==> src/rtl/line_step_ctrl_if.sv <==
// Bundles the line-walk controller's launch, subtractor and pixel signals.
// master: controller side (drives sub_a/sub_b, busy, pixel bus, done).
// slave: surrounding core (drives start, endpoints, sub_result, pix_ready).
interface line_step_ctrl_if #(
   parameter int WIDTH = 13
);
   logic                    start;
   logic signed [WIDTH-1:0] x0;
   logic signed [WIDTH-1:0] y0;
   logic signed [WIDTH-1:0] x1;
   logic signed [WIDTH-1:0] y1;
   logic signed [WIDTH-1:0] sub_a;
   logic signed [WIDTH-1:0] sub_b;
   logic signed [WIDTH-1:0] sub_result;
   logic                    busy;
   logic                    pix_valid;
   logic                    pix_ready;
   logic signed [WIDTH-1:0] pix_x;
   logic signed [WIDTH-1:0] pix_y;
   logic                    done;

   modport master (
      input  start, x0, y0, x1, y1, sub_result, pix_ready,
      output sub_a, sub_b, busy, pix_valid, pix_x, pix_y, done
   );

   modport slave (
      output start, x0, y0, x1, y1, sub_result, pix_ready,
      input  sub_a, sub_b, busy, pix_valid, pix_x, pix_y, done
   );
endinterface

==> src/rtl/line_step_ctrl.sv <==
// Bresenham line walker: sequences the shared subtractor for dx/dy, then emits one pixel per cycle.
// Latency: first pixel 4 cycles after the accepted start; done pulses the cycle after the last pixel.
// Backpressure: pix_ready low holds the current pixel and error term; pix_valid never drops without a transfer.
//
// Ports: clk, rst (async, active-high); lif (master) carries start, endpoints x0/y0/x1/y1,
// subtractor operands sub_a/sub_b and sub_result, busy, pix_valid/pix_ready/pix_x/pix_y, done.
// Optional build macro LINE_CLIP_EN: points with a negative coordinate are skipped (not presented).
module line_step_ctrl #(
   parameter int WIDTH = 13
) (
   input logic             clk,
   input logic             rst,
   line_step_ctrl_if.master lif
);
   localparam int EW = WIDTH + 2;

   localparam logic [2:0] S_IDLE = 3'd0;
   localparam logic [2:0] S_SDX  = 3'd1;
   localparam logic [2:0] S_SDY  = 3'd2;
   localparam logic [2:0] S_INIT = 3'd3;
   localparam logic [2:0] S_EMIT = 3'd4;
   localparam logic [2:0] S_DONE = 3'd5;

   localparam logic signed [WIDTH-1:0] ONE = 1;

   logic [2:0]              state;
   logic signed [WIDTH-1:0] x0_q, y0_q, x1_q, y1_q;
   logic signed [WIDTH-1:0] dx_raw, dy_raw;
   logic signed [WIDTH-1:0] cur_x, cur_y;
   logic signed [EW-1:0]    dx, dy, err;
   logic                    sx_neg, sy_neg;

   logic signed [EW-1:0]    dx_abs, dy_abs, e2, err_nxt;
   logic signed [WIDTH-1:0] x_nxt, y_nxt;
   logic                    at_end, clipped, show, advance;

   always_comb begin
      dx_abs = {{2{dx_raw[WIDTH-1]}}, dx_raw};
      dy_abs = {{2{dy_raw[WIDTH-1]}}, dy_raw};
      if (dx_raw[WIDTH-1]) dx_abs = -dx_abs;
      if (dy_raw[WIDTH-1]) dy_abs = -dy_abs;

      // Both axis decisions look at the pre-step error, so they are
      // evaluated from err/e2 and accumulated into err_nxt independently.
      e2      = err <<< 1;
      err_nxt = err;
      x_nxt   = cur_x;
      y_nxt   = cur_y;
      if (e2 >= dy) begin
         err_nxt = err_nxt + dy;
         x_nxt   = sx_neg ? cur_x - ONE : cur_x + ONE;
      end
      if (e2 <= dx) begin
         err_nxt = err_nxt + dx;
         y_nxt   = sy_neg ? cur_y - ONE : cur_y + ONE;
      end

      at_end = (cur_x == x1_q) && (cur_y == y1_q);
`ifdef LINE_CLIP_EN
      clipped = cur_x[WIDTH-1] | cur_y[WIDTH-1];
`else
      clipped = 1'b0;
`endif
      show    = (state == S_EMIT) && !clipped;
      // A clipped point is never presented, so it must not wait for pix_ready.
      advance = (state == S_EMIT) && (clipped || lif.pix_ready);
   end

   // Outputs decode from state so that reset zeroes them immediately.
   always_comb begin
      lif.sub_a     = '0;
      lif.sub_b     = '0;
      if (state == S_SDX) begin
         lif.sub_a = x1_q;
         lif.sub_b = x0_q;
      end else if (state == S_SDY) begin
         lif.sub_a = y1_q;
         lif.sub_b = y0_q;
      end
      lif.busy      = (state != S_IDLE);
      lif.done      = (state == S_DONE);
      lif.pix_valid = show;
      lif.pix_x     = show ? cur_x : '0;
      lif.pix_y     = show ? cur_y : '0;
   end

   always_ff @(posedge clk or posedge rst) begin
      if (rst) begin
         state  <= S_IDLE;
         x0_q   <= '0;
         y0_q   <= '0;
         x1_q   <= '0;
         y1_q   <= '0;
         dx_raw <= '0;
         dy_raw <= '0;
         cur_x  <= '0;
         cur_y  <= '0;
         dx     <= '0;
         dy     <= '0;
         err    <= '0;
         sx_neg <= 1'b0;
         sy_neg <= 1'b0;
      end else begin
         case (state)
            S_IDLE: begin
               if (lif.start) begin
                  x0_q  <= lif.x0;
                  y0_q  <= lif.y0;
                  x1_q  <= lif.x1;
                  y1_q  <= lif.y1;
                  state <= S_SDX;
               end
            end
            S_SDX: begin
               dx_raw <= lif.sub_result;
               state  <= S_SDY;
            end
            S_SDY: begin
               dy_raw <= lif.sub_result;
               state  <= S_INIT;
            end
            S_INIT: begin
               sx_neg <= dx_raw[WIDTH-1];
               sy_neg <= dy_raw[WIDTH-1];
               dx     <= dx_abs;
               dy     <= -dy_abs;
               err    <= dx_abs - dy_abs;
               cur_x  <= x0_q;
               cur_y  <= y0_q;
               state  <= S_EMIT;
            end
            S_EMIT: begin
               if (advance) begin
                  if (at_end) begin
                     state <= S_DONE;
                  end else begin
                     cur_x <= x_nxt;
                     cur_y <= y_nxt;
                     err   <= err_nxt;
                  end
               end
            end
            S_DONE:  state <= S_IDLE;
            default: state <= S_IDLE;
         endcase
      end
   end
endmodule

==> src/flat_wrapper.sv <==
// flat-port wrapper written by rule: the top's interface ports become plain ports
module line_step_ctrl_flat 
#(
   parameter int WIDTH = 13
)
  (clk, rst, lif_start, lif_x0, lif_y0, lif_x1, lif_y1, lif_sub_result, lif_pix_ready, lif_sub_a, lif_sub_b, lif_busy, lif_pix_valid, lif_pix_x, lif_pix_y, lif_done);
  line_step_ctrl_if #(.WIDTH(WIDTH)) lif_i ();
  input logic clk;
  input logic rst;
  input wire logic [$bits(lif_i.start)-1:0] lif_start;
  input wire logic [$bits(lif_i.x0)-1:0] lif_x0;
  input wire logic [$bits(lif_i.y0)-1:0] lif_y0;
  input wire logic [$bits(lif_i.x1)-1:0] lif_x1;
  input wire logic [$bits(lif_i.y1)-1:0] lif_y1;
  input wire logic [$bits(lif_i.sub_result)-1:0] lif_sub_result;
  input wire logic [$bits(lif_i.pix_ready)-1:0] lif_pix_ready;
  output wire logic [$bits(lif_i.sub_a)-1:0] lif_sub_a;
  output wire logic [$bits(lif_i.sub_b)-1:0] lif_sub_b;
  output wire logic [$bits(lif_i.busy)-1:0] lif_busy;
  output wire logic [$bits(lif_i.pix_valid)-1:0] lif_pix_valid;
  output wire logic [$bits(lif_i.pix_x)-1:0] lif_pix_x;
  output wire logic [$bits(lif_i.pix_y)-1:0] lif_pix_y;
  output wire logic [$bits(lif_i.done)-1:0] lif_done;
  assign lif_i.start = lif_start;
  assign lif_i.x0 = lif_x0;
  assign lif_i.y0 = lif_y0;
  assign lif_i.x1 = lif_x1;
  assign lif_i.y1 = lif_y1;
  assign lif_i.sub_result = lif_sub_result;
  assign lif_i.pix_ready = lif_pix_ready;
  assign lif_sub_a = lif_i.sub_a;
  assign lif_sub_b = lif_i.sub_b;
  assign lif_busy = lif_i.busy;
  assign lif_pix_valid = lif_i.pix_valid;
  assign lif_pix_x = lif_i.pix_x;
  assign lif_pix_y = lif_i.pix_y;
  assign lif_done = lif_i.done;
  line_step_ctrl #(.WIDTH(WIDTH)) u_core (.clk(clk), .rst(rst), .lif(lif_i));
endmodule
==> config.mk <==
export PLATFORM = sky130hd
export DESIGN_NAME = line_step_ctrl_flat
export DESIGN_NICKNAME = d
export VERILOG_FILES = /design/src/rtl/line_step_ctrl_if.sv /design/src/rtl/line_step_ctrl.sv /design/src/flat_wrapper.sv
export SDC_FILE = /design/constraint.sdc
export NUM_CORES = 1
export LEC_CHECK = 0
export BUFFER_PORTS_ARGS = -buffer_cell sky130_fd_sc_hd__buf_2
export CAP_MARGIN = 20
export CORE_ASPECT_RATIO = 0.6
export CORE_MARGIN = 5
export CORE_UTILIZATION = 60
export CTS_CLUSTER_DIAMETER = 100
export DETAILED_ROUTE_END_ITERATION = 10
export PLACE_DENSITY = 0.84
export SLEW_MARGIN = 10
export SYNTH_ARGS = -nofsm -noshare
export SYNTH_HDL_FRONTEND = slang
export SYNTH_SLANG_ARGS = --single-unit
==> constraint.sdc <==
create_clock -name clk -period 6.4 [get_ports clk]
set_input_delay 0.64 -clock clk [delete_from_list [all_inputs] [get_ports clk]]
set_output_delay 0.64 -clock clk [all_outputs]
set_load 0.02 [all_outputs]
==> results.md, run 1 <==
* Outcome: finished clean
* Reg2reg setup slack at 2.04 ns
* Finished Layout Cells at 1553
* Area Growth Syn to Fin at 12.8%
* Yosys top cell area share at 34.1%
* Worst hold path type: in2async
* All-Layer GR Usage at 30.4%
* Multi-input gate area at 6960 um^2
* Highest Clock Rate at 230 MHz
* Post-Route WL at 33400 um
* Fin nets at 1469
* Max FO, Critical Path at 5
* Post-DR wirelength/cell at 21.5 um
* Starting DRC count in detailed routing at 1074
* Max Root-Sink Buffers at 2
* Register area at 3830 um^2
* Setup TNS at 0 ns
* Cell taking the most area after synthesis: dfrtp_1
* Dpl ws at 2.09 ns
* GP Congestion at 1.01
* Main synth FF type: dfrtp_1
* Ys async rst share at 100%
* Clock Skews at 0.0196 ns
* # setup viols final at 0
* Worst Setup End Kind: register
* Post-route setup slack at 2.04 ns
* Clock root buffer: clkbuf_16
* Die ar. at 21600 um^2
* Starting density of the core at 61.7%
* Grt total ovfl at 0
* Post-Syn Nets at 1362
* RSZ-0062 raised after global routing: no
* Origin of the critical flop-to-flop path: u_core.err[13]
* Synthesized instance count at 1195
* RR Endpoint: u_core.err[12]
* Placed Instances at 1522
* Die Height at 116 um
* Slew Limit Headroom at 53.6%
* Hold buffers post-CTS at 0
* Vias in the first global route at 9180
* Number of max-cap violations at 0
* CP required at 6.73 ns
* Clock latency on the worst-skew pair at 0.44 ns
* Kind of critical path: reg2reg
* Slew @ Worst Pin at 0.695 ns
* Hold Violations, Final at 0
* Io pins at 124
* Post-synth cell types at 91
* Worst-path clk slew at 0.08 ns
* DRC at 0
* Via/cell ratio at 6.33
* Post-route ant nets at 0
* Post-CTS Resized at 0
* CP endpoint: u_core.err[12]
* R2R cell count at 18
* Filler Cell Count at 1341
* Clock Sinks at 153
* First-pass GRT wire length at 51400 um
* Vias at 9823
* Setup crit start kind: register
* Final Cycle Share at 68.1%
* Critical Path Start: u_core.err[13]
* First drt pass iteration count at 6
* Largest net degree at the start of global routing at 82
* Fin. max-slew vios at 0
* CTS tree: yes
* Post CTS Setup Buffer Count at 0
* Cell Rows at 38
* Post-Syn Area per Cell at 9.40 um^2
* H-tree lvl count at 4
* Hpwl dp at 24700 um
* Post-synthesis register bit count at 153
* Synth area leaders: dfrtp_1, ha_1, mux2_2
* Synthesis warning total at 0
* Final Core Density at 69.6%
* Antenna violations before repair at 0
* # diodes at 0
* Number of flops mapped to enable cells by yosys at 0
* Die width at 187 um
* Crit path DAT at 4.69 ns
* Port Buf Inserts at 123
* Layout cells sized above 1 at 22.2%
* Crit path time final at 4.36 ns
* Core Region at 18200 um^2
* Sequential-to-total area share from yosys stat at 34.1%
* Mapped cell area at 11200 um^2
* Inserted Clock Buffers at 17
## layout make-up
cell class / count / area share [%]
Inverter: 64 / 1.94
Timing Repair Buffer: 133 / 5.55
Multi-Input combinational cell: 933 / 55.0
Clock buffer: 19 / 3.58
Tap cell: 240 / 2.37
Clock inverter: 11 / 1.36
Sequential cell: 153 / 30.2
## per-layer routing
| metal | share of wire [%] | vias up | track usage (%) |
|---|---|---|---|
| met1 | 46 | 4763 | 47.3 |
| met3 | 14 | 37 | 11.4 |
| li1 | - | 4460 | - |
| met2 | 39 | 563 | 40.2 |
| met4 | 1.0 | 0 | 5.43 |
| met5 | 0 | - | 0 |
## layout by cell type, fill, tap and decap left out, types with 9 or more instances in the layout
cell	count
a211oi_1	12
a21o_1	17
a21oi_1	70
a22o_1	26
and2_1	23
and3_1	10
buf_2	123
buf_4	9
clkbuf_16	17
dfrtp_1	153
ha_1	93
inv_1	62
mux2_2	82
mux2i_1	13
nand2_1	107
nand3_1	24
nor2_1	80
nor2b_1	16
nor3_1	25
o21ai_0	80
xnor2_1	48
xor2_1	50
## worst min-delay path by stage
stage	from	end	slack [ns]	cells after the start
2_1_floorplan	u_core.dx[14]	u_core.dx[14]	0.46	2
3_3_place_gp	u_core.dx[14]	u_core.dx[14]	0.50	2
3_5_place_dp	u_core.dy[2]	u_core.dy[2]	0.50	2
4_1_cts	rst	u_core.dx_raw[11]	0.34	2
5_1_grt	rst	u_core.x1_q[11]	0.38	2
6_report	rst	u_core.dy_raw[2]	0.32	2
## registers in the layout, summed over array words and instances, names as in the netlist
register	flops
u_core.sy_neg	1
u_core.x0_q	13
u_core.cur_x	13
u_core.y1_q	13
u_core.dy	15
u_core.dx	15
u_core.err	14
u_core.x1_q	13
u_core.sx_neg	1
u_core.state	3
u_core.cur_y	13
u_core.dx_raw	13
u_core.dy_raw	13
u_core.y0_q	13
## cells by family (layout without fill, tap and decap cells)
logic type,count (synthesis),in the layout,share of synthesized area (%)
simple gates,346,346,15.4
buf+inv,109,227,4.07
fa+ha+maj,98,98,11.3
mux,96,96,9.52
flops,153,153,34.1
xor+xnor,103,103,8.47
compound gates,290,290,17.2
## synthesized netlist by cell type, types with 24 or more instances
library cell	instances
mux2_2	82
inv_1	63
nand3_1	24
nor3_1	25
nand2_1	107
clkbuf_1	28
o21ai_0	80
a22o_1	26
xnor2_1	48
xor2_1	50
a21oi_1	70
dfrtp_1	153
ha_1	93
nor2_1	81
## critical path, stage by stage, from the launching register on
cell,delay (ns)
dfrtp_1,0.45
ha_1,0.34
nor2b_1,0.15
nor2_1,0.11
nand2_1,0.07
o21ai_0,0.16
a31oi_4,0.21
mux2_2,0.38
ha_1,0.22
fa_1,0.44
a211oi_1,0.30
o21bai_1,0.13
a31o_2,0.28
a211oi_2,0.25
o21bai_1,0.09
a21oi_1,0.17
xor2_1,0.16
nand3_1,0.09
a32o_1,0.25
## stage by stage
stage               area, um^2  hold WS [ns]
floorplan                11200         0.463
global placement         12000         0.496
detailed placement       12000         0.500
CTS                      12600         0.336
global route             12700         0.381
finish                   12700         0.321
Power of run 1 is not shown: default switching activity piles up to over one toggle a cycle in this logic, so the estimate is an artifact.
==> run 2: changes to the inputs <==
--- a/config.mk
+++ b/config.mk
@@ -5,14 +5,15 @@
 export SDC_FILE = /design/constraint.sdc
 export NUM_CORES = 1
 export LEC_CHECK = 0
+export ABC_AREA = 1
 export BUFFER_PORTS_ARGS = -buffer_cell sky130_fd_sc_hd__buf_2
 export CAP_MARGIN = 20
 export CORE_ASPECT_RATIO = 0.6
 export CORE_MARGIN = 5
-export CORE_UTILIZATION = 60
+export CORE_UTILIZATION = 55
 export CTS_CLUSTER_DIAMETER = 100
 export DETAILED_ROUTE_END_ITERATION = 10
-export PLACE_DENSITY = 0.84
+export PLACE_DENSITY = 0.81
 export SLEW_MARGIN = 10
 export SYNTH_ARGS = -nofsm -noshare
 export SYNTH_HDL_FRONTEND = slang
==> constraint.sdc (replaced) <==
create_clock -name clk -period 3.6 [get_ports clk]
set_input_delay 0.36 -clock clk [delete_from_list [all_inputs] [get_ports clk]]
set_output_delay 0.36 -clock clk [all_outputs]
set_load 0.02 [all_outputs]
==> results.md, run 2 <==
* CP required at 3.92 ns
* Synthesis warning total at 0
* Slew Limit Headroom at 43.2%
* Hpwl dp at 29800 um
* Top flop regs: u_core.dx x15, u_core.dy x15, u_core.err x14
* Number of max-cap violations at 0
* Simple-gate area share of the yosys netlist at 25.6%
* Hold Violations, Final at 24
* Origin of the critical flop-to-flop path: u_core.dy[13]
* Largest net degree at the start of global routing at 104
* Multi-input gate area at 7090 um^2
* Die Height at 124 um
* Mapped cell area at 11900 um^2
* Yosys top cell area share at 32.3%
* Max Root-Sink Buffers at 2
* Highest Clock Rate at 281 MHz
* Commonest cells after routing, fill and taps aside: nand2_1, inv_1, nor2_1
* Kind of critical path: reg2reg
* Antenna violations before repair at 0
* # setup viols final at 0
* Met1 Use GR at 49.1%
* Die width at 200 um
* Clock root buffer: clkbuf_16
* DRC at 0
* Synthesized instance count at 1701
* Worst hold path type: in2async
* Fin nets at 2005
* Most common cell in the netlist: nand2_1
* Critical Path Start: u_core.dy[13]
* Vias in the first global route at 10800
* Fin. max-slew vios at 0
* Number of flops mapped to enable cells by yosys at 0
* Final Cycle Share at 98.8%
* Outcome: complete, but fails checks
* Clock latency on the worst-skew pair at 0.44 ns
* Post-Syn Nets at 1868
* Post-DR wirelength/cell at 18.1 um
* Ys async rst share at 100%
* Crit path time final at 3.56 ns
* Cell taking the most area after synthesis: dfrtp_1
* Grt total ovfl at 0
* Synth area leaders: dfrtp_1, nand2_1, ha_1
* Hold Slack at -0.0161 ns
* Post-synthesis adder-cell area fraction at 10.7%
* Global Route met3 Usage at 11.7%
* Post-route ant nets at 0
* GP Congestion at 1.03
* Cell Rows at 41
* Sequential-to-total area share from yosys stat at 32.3%
* Post-synthesis register bit count at 153
* All-Layer GR Usage at 31.0%
* Crit path DAT at 3.88 ns
* First drt pass iteration count at 5
* Starting DRC count in detailed routing at 1353
* Starting density of the core at 56.2%
* GR peak layer: met1
* Via/cell ratio at 5.60
* Die ar. at 24700 um^2
* First-pass GRT wire length at 59000 um
* Routing usage on met2 at 40.0%
* Port Buf Inserts at 123
* Worst Setup End Kind: register
* Max FO, Critical Path at 7
* Clock Sinks at 153
* Register area at 3830 um^2
* Filler Cell Count at 1821
* Mux cell area share after synthesis at 0.285%
* Violated checks: hold timing
* Area Growth Syn to Fin at 16.9%
* Layout cells sized above 1 at 16.4%
* Slew @ Worst Pin at 0.851 ns
* Compound-Gate Fraction of Synth Area at 15.9%
* Setup crit start kind: register
* Synth Area in XOR/XNOR at 4.66%
* Clock Skews at 0.0111 ns
* Post-Route WL at 38600 um
* Main synth FF type: dfrtp_1
* Post-Syn Area per Cell at 6.97 um^2
* Most common cell after layout, fill and taps aside: nand2_1
* Combinational family with the most area after synthesis: simple AND/OR/NAND/NOR gates
* Io pins at 124
* Post-synth cell types at 51
* # diodes at 0
* Vias at 11900
* Post-synth top cells: nand2_1, inv_1, nor2_1
* Core Region at 21100 um^2
* Inserted Clock Buffers at 17
* Worst-path clk slew at 0.07 ns
* CTS tree: yes
* H-tree lvl count at 4
==> run 2: cells by family (layout without fill, tap and decap cells) <==
kind of cell / after synthesis / after routing
adders and majority gates: 98 / 98
DFF: 153 / 153
buffers and inverters: 320 / 469
AOI/OAI and AO/OA: 335 / 335
xor gates and xnor gates: 63 / 63
muxes: 3 / 3
and+or+nand+nor: 729 / 729
==> run 2: routing by layer <==
| layer | up-vias | part of all wire (%) |
|---|---|---|
| li1 | 5735 | - |
| met4 | 0 | 1.1 |
| met3 | 39 | 13 |
| met1 | 5595 | 48 |
| met2 | 551 | 38 |
| met5 | - | 0 |
==> run 2: area by class of cell <==
class | count | share of cell area (%)
Multi-Input combinational cell | 1228 | 51.2
Sequential cell | 153 | 27.7
Inverter | 273 | 7.49
Timing Repair Buffer | 165 | 6.84
Clock buffer | 18 | 3.10
Tap cell | 279 | 2.52
Clock inverter | 13 | 1.21
==> run 2: worst paths after layout <==
| path | endpoint | slack, ns | depth (start not counted) |
|---|---|---|---|
| min in group clk | u_core.y0_q[8] | 0.16 | 3 |
| max in group asynchronous | u_core.err[3] | 2.68 | 3 |
| min | u_core.x0_q[5] | -0.02 | 2 |
| min reg2reg | u_core.dy_raw[3] | 0.49 | 2 |
| max reg2reg | u_core.err[12] | 0.04 | 24 |
| max | u_core.err[12] | 0.04 | 24 |
==> run 2: through the flow <==
| stage | TNS (ns) | util [%] | worst slack [ns] | instance area [um^2] | cells |
|---|---|---|---|---|---|
| 6_report | 0 | 65.7 | 0.0436 | 13900 | 2129 |
| 3_3_place_gp | 0 | 61.0 | 0.104 | 12900 | 2087 |
| 4_1_cts | 0 | 63.8 | 0.00819 | 13500 | 2118 |
| 2_1_floorplan | 0 | - | 0.337 | 11900 | 1701 |
| 3_5_place_dp | 0 | 61.0 | 0.0339 | 12900 | 2087 |
| 5_1_grt | -0.332 | 65.7 | -0.110 | 13900 | 2129 |
==> run 2: repair_timing <==
action | CTS | global route
gates resized for setup | 2 | 70
setup endpoints to repair | 3 | 10
pin swaps | 0 | 19
setup buffers | 0 | 11
hold buffers | 0 | 0
==> run 2: worst max-delay path, stage by stage, from the launching register on <==
cell and delay (ns):
dfrtp_1 0.39, inv_1 0.06, ha_1 0.29, nand2_2 0.08, nor2_4 0.10, nor3b_4 0.20, nand2_2 0.10, nand2_2 0.12
nand2_4 0.09, nand2_8 0.11, clkinvlp_4 0.19, nand2_2 0.15, o21ai_4 0.08, fa_2 0.36, nand2_1 0.07, inv_1 0.06
o21ai_2 0.18, nand2_2 0.10, nand3_1 0.08, nand3_1 0.09, xor2_1 0.15, nand2_1 0.08, nand2_1 0.07, nor2_2 0.15
a21oi_2 0.07
Power of run 2 is left out for the same reason.
==> run 3: changes to the inputs <==
--- a/config.mk
+++ b/config.mk
@@ -10,10 +10,10 @@
 export CAP_MARGIN = 20
 export CORE_ASPECT_RATIO = 0.6
 export CORE_MARGIN = 5
-export CORE_UTILIZATION = 55
+export CORE_UTILIZATION = 46
 export CTS_CLUSTER_DIAMETER = 100
 export DETAILED_ROUTE_END_ITERATION = 10
-export PLACE_DENSITY = 0.81
+export PLACE_DENSITY = 0.7
 export SLEW_MARGIN = 10
 export SYNTH_ARGS = -nofsm -noshare
 export SYNTH_HDL_FRONTEND = slang
==> results.md, run 3 (same netlist as run 2, synthesis figures left out) <==
* # setup viols final at 0
* Worst path max stage delay at 0.40 ns
* Max Root-Sink Buffers at 2
* Hold buffers post-CTS at 0
* Outcome: finished clean
* GP Congestion at 0.967
* Worst Setup End Kind: register
* Hpwl dp at 30800 um
* Vias in the first global route at 10700
* Max FO, Critical Path at 5
* Largest net degree at the start of global routing at 63
* Most common cell after layout, fill and taps aside: nand2_1
* Post-route ant nets at 0
* Critical path depth in cells at 22
* Most used cell, CP: nand2_1
* Starting DRC count in detailed routing at 1246
* Grt total ovfl at 0
* Die Height at 134 um
* Crit path DAT at 3.83 ns
* Post-DR wirelength/cell at 18.1 um
* Final Core Density at 55.1%
* Fin. max-slew vios at 0
* Worst-path clk slew at 0.06 ns
* R2R cell count at 22
* Kind of critical path: reg2reg
* All-Layer GR Usage at 26.5%
* Clock latency on the worst-skew pair at 0.45 ns
* Setup crit start kind: register
* CP Buf/Inv Count at 2
* Die ar. at 29200 um^2
* Crit path time final at 3.49 ns
* DRC at 0
* Top flop regs: u_core.dx x15, u_core.dy x15, u_core.err x14
* Commonest cells after routing, fill and taps aside: nand2_1, inv_1, nor2_1
* Area Growth Syn to Fin at 17.8%
* Slew Limit Headroom at 36.9%
* Post-Route WL at 39800 um
* Layout cells sized above 1 at 16.4%
* Family with the most delay on the worst path: simple AND/OR/NAND/NOR gates
* Antenna violations before repair at 0
* RSZ-0062 raised after global routing: yes
* H-tree lvl count at 4
* Slew @ Worst Pin at 0.946 ns
* Final Cycle Share at 96.8%
* CTS tree: yes
* Worst hold path type: in2async
* Io pins at 124
* Critical path's slowest cell: dfrtp_1
* Port Buf Inserts at 123
* Core Region at 25300 um^2
* Inserted Clock Buffers at 17
* Via/cell ratio at 5.42
* Hold Violations, Final at 0
* First drt pass iteration count at 6
* Number of max-cap violations at 0
* Starting density of the core at 46.8%
* Worst path cell trace: inv_1, ha_1, nand2_1, nor2_2, nor3b_4, nand2_4, nand2_2, nand2_2, nand2_4, buf_4, o21ai_1, ha_1, nand2_1, o21ai_0, nand2_1, nand3_1, xor2_1, a21oi_1, nand2_1, nand2_1, nand2_1, nand2_1
* CP required at 3.94 ns
* Highest Clock Rate at 287 MHz
* Cell Rows at 45
* First-pass GRT wire length at 60200 um
* Die width at 217 um
* # diodes at 0
* Vias at 11900
* Clock root buffer: clkbuf_16
* Clock Sinks at 153
* Clock Skews at 0.0111 ns
* Fin nets at 2021
-- run 3: cell types whose count changed in the layout (fill, tap and decap cells not counted), sizes merged --
cell | previous run | this run
clkinv | 5 | 6
clkinvlp | 3 | 2
nand2 | 410 | 411
clkbuf | 18 | 21
buf | 165 | 180
inv | 275 | 273
bufinv | 3 | 2
-- run 3: worst paths after layout --
kind	from	to	slack [ns]
min in group clk	lif_x0[8]	u_core.x0_q[8]	0.15
worst max-delay path	u_core.dy[13]	u_core.err[10]	0.11
max in group asynchronous	rst	u_core.err[11]	2.66
worst max register to register	u_core.dy[13]	u_core.err[10]	0.11
worst min register to register	u_core.dx[14]	u_core.dx[14]	0.50
worst min-delay path	rst	u_core.cur_x[5]	0.08
-- run 3: stage by stage --
step	TNS [ns]	cells	hold WS, ns	setup slack (ns)	area (um^2)
floorplan	0	1701	0.453	0.337	11900
global placement	0	2137	0.472	0.103	12900
detailed placement	0	2137	0.486	0.0573	12900
CTS	0	2168	0.101	0.0260	13500
global route	-0.296	2195	0.142	-0.0866	14000
finish	0	2195	0.0801	0.113	14000
-- run 3: what timing repair did --
item	4_1_cts	5_1_grt
gates resized for setup	0	57
setup endpoints to repair	0	11
buffers inserted	0	26
-- run 3: layer usage --
metal	global-route usage, %	up-vias	wire, um
met5	0	-	0
met2	32.7	515	15000
met1	42.9	5574	19500
met3	9.47	39	4860
li1	-	5779	-
met4	5.54	0	434
-- run 3: cell type report --
type | count | area (um^2)
clock inverter | 10 | 118
timing repair buffer | 180 | 1080
sequential | 153 | 3830
fill | 2461 | 11400
tap | 329 | 412
inverter | 273 | 1030
multi-input combinational | 1229 | 7020
clock buffer | 21 | 470
Power of run 3 is left out for the same reason.
